`src/rtl/h264_pkg.sv`:
```
`default_nettype none
// ============================================================================
// Module      : h264_pkg
// Description : Shared types and constants for the H.264 luma intra 4x4 path.
//               Holds the intra 4x4 mode encoding, default sample/residual
//               widths, the DC fallback value and the pixel clip helper.
// Revision    : 1.0 - initial release
// ============================================================================
package h264_pkg;

  typedef enum logic [1:0] {
    VERT  = 2'd0,
    HORIZ = 2'd1,
    DC    = 2'd2,
    RSVD  = 2'd3
  } intra4x4_mode_t;

  localparam int PIX_W_DEFAULT = 8;
  localparam int RES_W_DEFAULT = 9;
  localparam int DC_DEFAULT    = 128;

  // Saturate a signed value to [0, max_value].
  function automatic int clip_pix(input int value, input int max_value);
    if (value < 0) begin
      return 0;
    end else if (value > max_value) begin
      return max_value;
    end else begin
      return value;
    end
  endfunction

endpackage
`default_nettype wire

```
`src/rtl/intra4x4_predictor.sv`:
```
`default_nettype none
// ============================================================================
// Module      : intra4x4_predictor
// Description : Combinational intra 4x4 luma predictor.
//               Computes the DC value from the supplied neighbours and the
//               prediction for sample (row, col) of the current block.
// Ports       : mode        - intra mode (VERT/HORIZ/DC/RSVD)
//               top, left   - four neighbour samples each, index 0 in LSBs
//               top_avail   - top neighbours exist
//               left_avail  - left neighbours exist
//               row, col    - sample position within the block
//               dc_in       - DC value registered by the parent
//               dc          - DC value derived from top/left
//               pred        - prediction for (row, col)
// Revision    : 1.0 - initial release
// ============================================================================
module intra4x4_predictor
  import h264_pkg::*;
#(
  parameter int PIX_W = PIX_W_DEFAULT
) (
  input  logic [1:0]         mode,
  input  logic [4*PIX_W-1:0] top,
  input  logic [4*PIX_W-1:0] left,
  input  logic               top_avail,
  input  logic               left_avail,
  input  logic [1:0]         row,
  input  logic [1:0]         col,
  input  logic [PIX_W-1:0]   dc_in,
  output logic [PIX_W-1:0]   dc,
  output logic [PIX_W-1:0]   pred
);

  localparam logic [PIX_W-1:0] c_dc_default = PIX_W'(DC_DEFAULT);
  // Eight samples plus rounding fit in PIX_W+3 bits.
  localparam int SUM_W = PIX_W + 3;

  logic [SUM_W-1:0] w_sum_top;
  logic [SUM_W-1:0] w_sum_left;
  logic [PIX_W-1:0] w_dc_both;
  logic [PIX_W-1:0] w_dc_top;
  logic [PIX_W-1:0] w_dc_left;

  always_comb begin
    w_sum_top  = '0;
    w_sum_left = '0;
    for (int i = 0; i < 4; i++) begin
      w_sum_top  = w_sum_top  + SUM_W'(top[i*PIX_W +: PIX_W]);
      w_sum_left = w_sum_left + SUM_W'(left[i*PIX_W +: PIX_W]);
    end
  end

  assign w_dc_both = PIX_W'((w_sum_top + w_sum_left + SUM_W'(4)) >> 3);
  assign w_dc_top  = PIX_W'((w_sum_top + SUM_W'(2)) >> 2);
  assign w_dc_left = PIX_W'((w_sum_left + SUM_W'(2)) >> 2);

  always_comb begin
    dc = c_dc_default;
    if (top_avail && left_avail) begin
      dc = w_dc_both;
    end else if (top_avail) begin
      dc = w_dc_top;
    end else if (left_avail) begin
      dc = w_dc_left;
    end
  end

  // Directional modes fall back to the mid-grey value when their
  // neighbours lie outside the macroblock.
  always_comb begin
    pred = dc_in;
    case (intra4x4_mode_t'(mode))
      VERT:    pred = top_avail  ? top[int'(col)*PIX_W +: PIX_W]  : c_dc_default;
      HORIZ:   pred = left_avail ? left[int'(row)*PIX_W +: PIX_W] : c_dc_default;
      default: pred = dc_in;
    endcase
  end

endmodule
`default_nettype wire

```
`src/rtl/decoder_intra4x4.sv`:
```
`default_nettype none
// ============================================================================
// Module      : decoder_intra4x4
// Description : Luma intra 4x4 reconstruction of one 16x16 macroblock.
//               Per block: accept a mode header, sample neighbours, add 16
//               residuals to the prediction, clip and stream pixels out.
// Ports       : clk, reset (sync, active low)
//               enable                       - start a macroblock (IDLE only)
//               mode_valid/mode/mode_ready   - block header handshake
//               res_valid/res_data/res_ready - residual handshake
//               pix_valid/pix_data/pix_blk/pix_pos - registered pixel output
//               done_luma4x4                 - pulse when block 15 completes
// Revision    : 1.0 - initial release
// ============================================================================
module decoder_intra4x4
  import h264_pkg::*;
#(
  parameter int PIX_W = PIX_W_DEFAULT,
  parameter int RES_W = RES_W_DEFAULT
) (
  input  logic             clk,
  input  logic             reset,
  input  logic             enable,
  input  logic             mode_valid,
  input  logic [1:0]       mode,
  output logic             mode_ready,
  input  logic             res_valid,
  input  logic [RES_W-1:0] res_data,
  output logic             res_ready,
  output logic             pix_valid,
  output logic [PIX_W-1:0] pix_data,
  output logic [3:0]       pix_blk,
  output logic [3:0]       pix_pos,
  output logic             done_luma4x4
);

  localparam logic [2:0] S_IDLE = 3'd0;
  localparam logic [2:0] S_HDR  = 3'd1;
  localparam logic [2:0] S_PRED = 3'd2;
  localparam logic [2:0] S_RES  = 3'd3;
  localparam logic [2:0] S_NEXT = 3'd4;

  localparam int PIX_MAX = (1 << PIX_W) - 1;

  logic [2:0]         r_state;
  logic [2:0]         w_state_next;
  logic [3:0]         r_idx;
  logic [3:0]         r_pos;
  logic [1:0]         r_mode;
  logic [4*PIX_W-1:0] r_top;
  logic [4*PIX_W-1:0] r_left;
  logic [PIX_W-1:0]   r_dc;
  logic [PIX_W-1:0]   r_arr [0:255];
  logic               r_pix_valid;
  logic [PIX_W-1:0]   r_pix_data;
  logic [3:0]         r_pix_blk;
  logic [3:0]         r_pix_pos;

  logic               w_mode_ready;
  logic               w_res_ready;
  logic               w_done;
  logic               w_mode_hs;
  logic               w_res_hs;
  logic [1:0]         w_blk_x;
  logic [1:0]         w_blk_y;
  logic               w_top_avail;
  logic               w_left_avail;
  logic [4*PIX_W-1:0] w_top_rd;
  logic [4*PIX_W-1:0] w_left_rd;
  logic [4*PIX_W-1:0] w_top_sel;
  logic [4*PIX_W-1:0] w_left_sel;
  logic [PIX_W-1:0]   w_dc;
  logic [PIX_W-1:0]   w_pred;
  logic [7:0]         w_wr_addr;
  logic signed [RES_W:0] w_sum;
  logic [PIX_W-1:0]   w_recon;

  // ---------------------------------------------------------------- FSM
  always_ff @(posedge clk) begin
    if (!reset) begin
      r_state <= S_IDLE;
    end else begin
      r_state <= w_state_next;
    end
  end

  always_comb begin
    w_state_next = r_state;
    case (r_state)
      S_IDLE: if (enable)    w_state_next = S_HDR;
      S_HDR:  if (w_mode_hs) w_state_next = S_PRED;
      S_PRED: w_state_next = S_RES;
      S_RES:  if (w_res_hs && (r_pos == 4'd15)) w_state_next = S_NEXT;
      S_NEXT: w_state_next = (r_idx == 4'd15) ? S_IDLE : S_HDR;
      default: w_state_next = S_IDLE;
    endcase
  end

  always_comb begin
    w_mode_ready = 1'b0;
    w_res_ready  = 1'b0;
    w_done       = 1'b0;
    case (r_state)
      S_HDR:   w_mode_ready = 1'b1;
      S_RES:   w_res_ready  = 1'b1;
      S_NEXT:  w_done       = (r_idx == 4'd15);
      default: ;
    endcase
  end

  assign w_mode_hs = mode_valid && w_mode_ready;
  assign w_res_hs  = res_valid && w_res_ready;

  // ---------------------------------------------------- neighbour access
  // Array address is {row[3:0], col[3:0]} of the macroblock.
  assign w_blk_x      = r_idx[1:0];
  assign w_blk_y      = r_idx[3:2];
  assign w_top_avail  = (w_blk_y != 2'd0);
  assign w_left_avail = (w_blk_x != 2'd0);
  assign w_wr_addr    = {w_blk_y, r_pos[3:2], w_blk_x, r_pos[1:0]};

  // Out-of-macroblock addresses wrap harmlessly; the availability flags
  // keep those samples out of the prediction.
  always_comb begin
    w_top_rd  = '0;
    w_left_rd = '0;
    for (int i = 0; i < 4; i++) begin
      w_top_rd[i*PIX_W +: PIX_W]  = r_arr[{w_blk_y - 2'd1, 2'b11, w_blk_x, 2'(i)}];
      w_left_rd[i*PIX_W +: PIX_W] = r_arr[{w_blk_y, 2'(i), w_blk_x - 2'd1, 2'b11}];
    end
  end

  // In PRED the predictor sees the live array so its DC output can be
  // captured; in RES it works from the latched neighbours.
  assign w_top_sel  = (r_state == S_PRED) ? w_top_rd  : r_top;
  assign w_left_sel = (r_state == S_PRED) ? w_left_rd : r_left;

  intra4x4_predictor #(
    .PIX_W (PIX_W)
  ) u_pred (
    .mode       (r_mode),
    .top        (w_top_sel),
    .left       (w_left_sel),
    .top_avail  (w_top_avail),
    .left_avail (w_left_avail),
    .row        (r_pos[3:2]),
    .col        (r_pos[1:0]),
    .dc_in      (r_dc),
    .dc         (w_dc),
    .pred       (w_pred)
  );

  // ------------------------------------------------------ reconstruction
  assign w_sum   = $signed({{(RES_W + 1 - PIX_W){1'b0}}, w_pred})
                 + $signed({res_data[RES_W-1], res_data});
  assign w_recon = PIX_W'(clip_pix(int'(w_sum), PIX_MAX));

  always_ff @(posedge clk) begin
    if (!reset) begin
      r_idx       <= '0;
      r_pos       <= '0;
      r_mode      <= '0;
      r_top       <= '0;
      r_left      <= '0;
      r_dc        <= '0;
      r_pix_valid <= 1'b0;
      r_pix_data  <= '0;
      r_pix_blk   <= '0;
      r_pix_pos   <= '0;
      for (int a = 0; a < 256; a++) begin
        r_arr[a] <= '0;
      end
    end else begin
      r_pix_valid <= w_res_hs;
      if ((r_state == S_IDLE) && enable) begin
        r_idx <= '0;
      end
      if (w_mode_hs) begin
        r_mode <= mode;
      end
      if (r_state == S_PRED) begin
        r_top  <= w_top_rd;
        r_left <= w_left_rd;
        r_dc   <= w_dc;
        r_pos  <= '0;
      end
      if (w_res_hs) begin
        r_arr[w_wr_addr] <= w_recon;
        r_pix_data       <= w_recon;
        r_pix_blk        <= r_idx;
        r_pix_pos        <= r_pos;
        r_pos            <= r_pos + 4'd1;
      end
      if ((r_state == S_NEXT) && (r_idx != 4'd15)) begin
        r_idx <= r_idx + 4'd1;
      end
    end
  end

  assign mode_ready   = w_mode_ready;
  assign res_ready    = w_res_ready;
  assign done_luma4x4 = w_done;
  assign pix_valid    = r_pix_valid;
  assign pix_data     = r_pix_data;
  assign pix_blk      = r_pix_blk;
  assign pix_pos      = r_pix_pos;

endmodule
`default_nettype wire

```
`config.mk`:
```
export PLATFORM = sky130hd
export DESIGN_NAME = decoder_intra4x4
export DESIGN_NICKNAME = d
export VERILOG_FILES = /design/src/rtl/h264_pkg.sv /design/src/rtl/intra4x4_predictor.sv /design/src/rtl/decoder_intra4x4.sv
export SDC_FILE = /design/constraint.sdc
export NUM_CORES = 2
export LEC_CHECK = 0
export BUFFER_PORTS_ARGS = -buffer_cell sky130_fd_sc_hd__buf_2
export CAP_MARGIN = 20
export CORE_ASPECT_RATIO = 1.5
export CORE_MARGIN = 2
export CORE_UTILIZATION = 35
export DETAILED_ROUTE_END_ITERATION = 10
export PLACE_DENSITY = 0.47
export SYNTH_ARGS = -nofsm -noshare
export SYNTH_HDL_FRONTEND = slang
export SYNTH_HIERARCHICAL = 1
export SYNTH_SLANG_ARGS = --single-unit
```
`constraint.sdc`:
```
create_clock -name clk -period 15.3 [get_ports clk]
set_clock_uncertainty 0.15 [all_clocks]
set_input_delay 0 -clock clk [delete_from_list [all_inputs] [get_ports clk]]
set_output_delay 0 -clock clk [all_outputs]
set_load 0.01 [all_outputs]
```
==> impl_results.md <==
- Num rows: 167
- Pwr Density: 112.6 nW/um^2
- Total routing resource utilization after global routing: 21.07%
- Area share of the leading cell type in the synthesized netlist: a little under three fifths
- Hold Crit Endpoint: pix_data[5]
- Number of nets in the finished design: between 3k and 4k
- Area growth syn-to-layout: 11.34%
- Routed vias/inst: 5.596
- Sort of element at the end of the critical path: register
- Final-layout setup total negative slack: 0 ns
- Slowest cell on the critical path: buf_4
- Die span in y: 461.1 um
- Sort of element at the start of the critical path: register
- Worst Path Max Fanout: 72
- GPL Wtd Cong: 0.8191
- Max-cap check violation count: 0
- Via count of the first global-routing pass: 31.81k
- Main flop type after synthesis: edfxtp_1
- Maximum root-to-sink buffer count: 3
- Most common cell after layout, fill and taps aside: nor3_1
- Origin of the worst min-delay path: res_data[4]
- Number of failing setup endpoints in the final timing report: 0
- Via count of the routed design: 30.78k
- First-pass detailed-route iteration total: 6
- Sequential area share after synthesis: 59.37%
- Initial standard-cell utilization of the core: 35.30%
- Clock buffers created by TritonCTS: slightly below 100
- Worst IR Drop VDD: around 83 uV
- Area after detailed placement: around 51000 sq um
- Pin count of the biggest net entering global routing: about 140
- Minimum clock period: 8.970 ns
- Post-synthesis net count: 3755
- Clk Latency, worst-skew pair: 0.72 ns
- Slowest cell delay on critical path: 0.89 ns
- Leak Pwr: 16.87 nW
- Count of nets left with antenna violations after detail routing: 0
- Setup repair after global routing missed its margin: no
- Number of design rule violations left after detail routing: 0
- Average detailed-routed wire length per instance: 27.06 um
- Area contributors post-synth: edfxtp_1, mux4_2, nor3_1, dfxtp_1, mux2i_1
- Post-Synthesis Cells: 3649
- Global-route congestion overflow total: 0
- Count of buffering cells on the critical path with inverters included: 4
- Commonest non-fill, non-tap cells in the layout: nor3_1, edfxtp_1, mux4_2
- Final slew viol count: 0
- CTS sink cnt: 998
- Synthesized flop and latch total: between 900 and 1k
- Family with the most delay on the worst path: buffers and inverters
- Critical Setup Path Class: register to register
- Origin of the critical flop-to-flop path: r_idx[0]
- Required arrival time at the worst endpoint: 15.56 ns
- Area of the mapped netlist: 48760 sq um
- Fraction of layout instances using a drive strength above 1: approximately 19%
- Area inside the core boundary: 138100 sq um
- Most frequent CP cell: buf_4
- CTS tree: yes
- CTS H-tree depth: 3
- Number of cells traversed by the worst hold path: 6
- Worst-case headroom to the max-slew limit: 20.07%
- Port-buffer cells: 35
- Initial DRC count: around 2.3k
- Number of antenna violations at the first check in global routing: 8
- Final Routed Wirelength: about 150000 um
- Total of warnings raised by yosys: 6
- Root buf cell: clkbuf_16
- Type of the worst min-delay path: input pin to register
- Library cells used by synthesis: 76
- Cell breakdown of the critical path: inv_1, ha_4, buf_4, mux4_2, mux2i_1, nor2_1, a21oi_1, o21ai_0, mux4_2, nand2_1, nor2_1, a221o_1, ha_1, a21oi_1, o21ai_0, a41o_1, a211o_1, nand3_4, buf_4, buf_4, nor3_1
- Outcome: finished, final reports clean
- Cell type contributing the most total cell area after synthesis: edfxtp_1
- Destination of the worst register-to-register timing path: r_arr[159][5]
- Clock input transition at the sequential cells of the worst setup and hold paths: ~0.060 ns
- Portion of the clock cycle consumed by the worst path in the final layout: 58.63%
- Ports: 36
- Final Hold Vio Count: 0
- Arrival time worst endpoint: about 9.2 ns
- Sum of net half-perimeters after detailed placement: 89090 um
- Post-route design area: around 54000 sq um
- Highest clock rate: about 110 MHz
- Setup slack of the most critical reg-to-reg path: around 6.3 ns
- Die area: 142400 sq um
- Die outline width: between 300 and 400 um
- Worst Tran Pin Value: 1.199 ns
- Depth of the worst register-to-register path: 21
- Average footprint of a synthesized cell: around 13 sq um
- Final cell utilization of the core: 39.31%
- EDFF count, synth: 896
- Wire length of the first global-routing pass: 220500 um
- Count of buffers added by post-CTS timing repair for setup: 0
- Share of synthesized registers carrying an async set or reset: 0%
==> sequential cells by signal, summed over array words and instances, names as in the netlist <==
register	count
r_arr	896
r_left	32
r_top	32
pix_data	8
r_dc	8
pix_blk	4
pix_pos	4
r_idx	4
r_pos	4
r_state	3
r_mode	2
pix_valid	1
==> layout make-up <==
type,instances,area (sq um)
fillers,13010,83820
clock buffers,117,2576
inverters,58,220.2
multi-input cells,2159,17760
flip-flops and latches,998,28960
well taps,1859,2326
diodes,1,2.502
clock inverters,63,598.1
repair buffers,245,1858
==> cells by family (layout without fill, tap and decap cells) <==
kind of cell,count (synthesis),count (layout),synth area share [%]
simple gates,1238,1238,12.72
flops,998,998,59.37
buf+inv,492,483,4.447
mux,404,404,15.28
compound gates,384,384,4.657
fa+ha+maj,90,90,2.725
xor+xnor,43,43,0.8031
other cells,0,1,0
==> metal layers <==
layer | vias to the layer above | GRT usage [%] | share of wire (%)
met5 | - | 0 | 0.0054
met4 | 2 | 6.169 | 2.5
met3 | 168 | 2.419 | 4.2
met2 | 742 | 38.59 | 54
met1 | 16050 | 25.87 | 40
li1 | 13810 | - | -
==> worst max-delay path by stage <==
stage | depth (start not counted) | slack, ns | end | from
after detailed placement | 21 | 6.27 | r_arr[95][1] | r_idx[0]
after floorplan | 35 | 8.16 | r_dc[7] | r_idx[1]
after CTS | 19 | 6.26 | r_arr[159][5] | r_idx[0]
final | 21 | 6.33 | r_arr[159][5] | r_idx[0]
after global placement | 19 | 6.37 | r_arr[239][6] | r_idx[0]
after global routing | 19 | 5.85 | r_arr[239][5] | r_idx[0]
==> timing repair <==
action	4_1_cts	5_1_grt
hold endpoints to repair	184	0
hold buffers	25	0
gates resized for setup	0	0
==> through the flow <==
step / total power, W / setup slack, ns / instances / hold WS [ns]
CTS: 0.006172 / 6.255 / 5499 / 0.04491
global route: 0.006305 / 5.851 / 5500 / 0.1086
global placement: 0.003701 / 6.372 / 5294 / 0.1229
floorplan: 0.003504 / 8.158 / 3649 / 0.01932
finish: 0.006114 / 6.330 / 5500 / 0.09363
detailed placement: 0.003706 / 6.273 / 5294 / 0.1375
==> worst register-to-register path: stages, from the launching register on <==
cell	delay, ns
dfxtp_4	0.72
inv_1	0.27
ha_4	0.60
buf_4	0.72
mux4_2	0.48
mux2i_1	0.32
nor2_1	0.08
a21oi_1	0.11
o21ai_0	0.29
mux4_2	0.59
nand2_1	0.12
nor2_1	0.05
a221o_1	0.32
ha_1	0.39
a21oi_1	0.18
o21ai_0	0.10
a41o_1	0.24
a211o_1	0.47
nand3_4	0.47
buf_4	0.74
buf_4	1.08
nor3_1	0.19
==> cells in the mapped netlist (70+ instances only) <==
library cell / n
nor3_1: 899
edfxtp_1: 896
mux4_2: 272
clkbuf_1: 220
o21ai_0: 201
buf_2: 162
mux2i_1: 130
dfxtp_1: 102
nor2_1: 93
a21oi_1: 88
nand2_1: 84
and2_1: 70
==> power breakdown <==
part | switching (W) | leakage [nW] | internal, W
clock network | 0.00110 | 1.54 | 0.00137
registers | 0.0000400 | 9.41 | 0.00308
logic | 0.000346 | 5.92 | 0.000178
total | 0.00148 | 16.9 | 0.00463
Power figures use the tool's default switching activity.
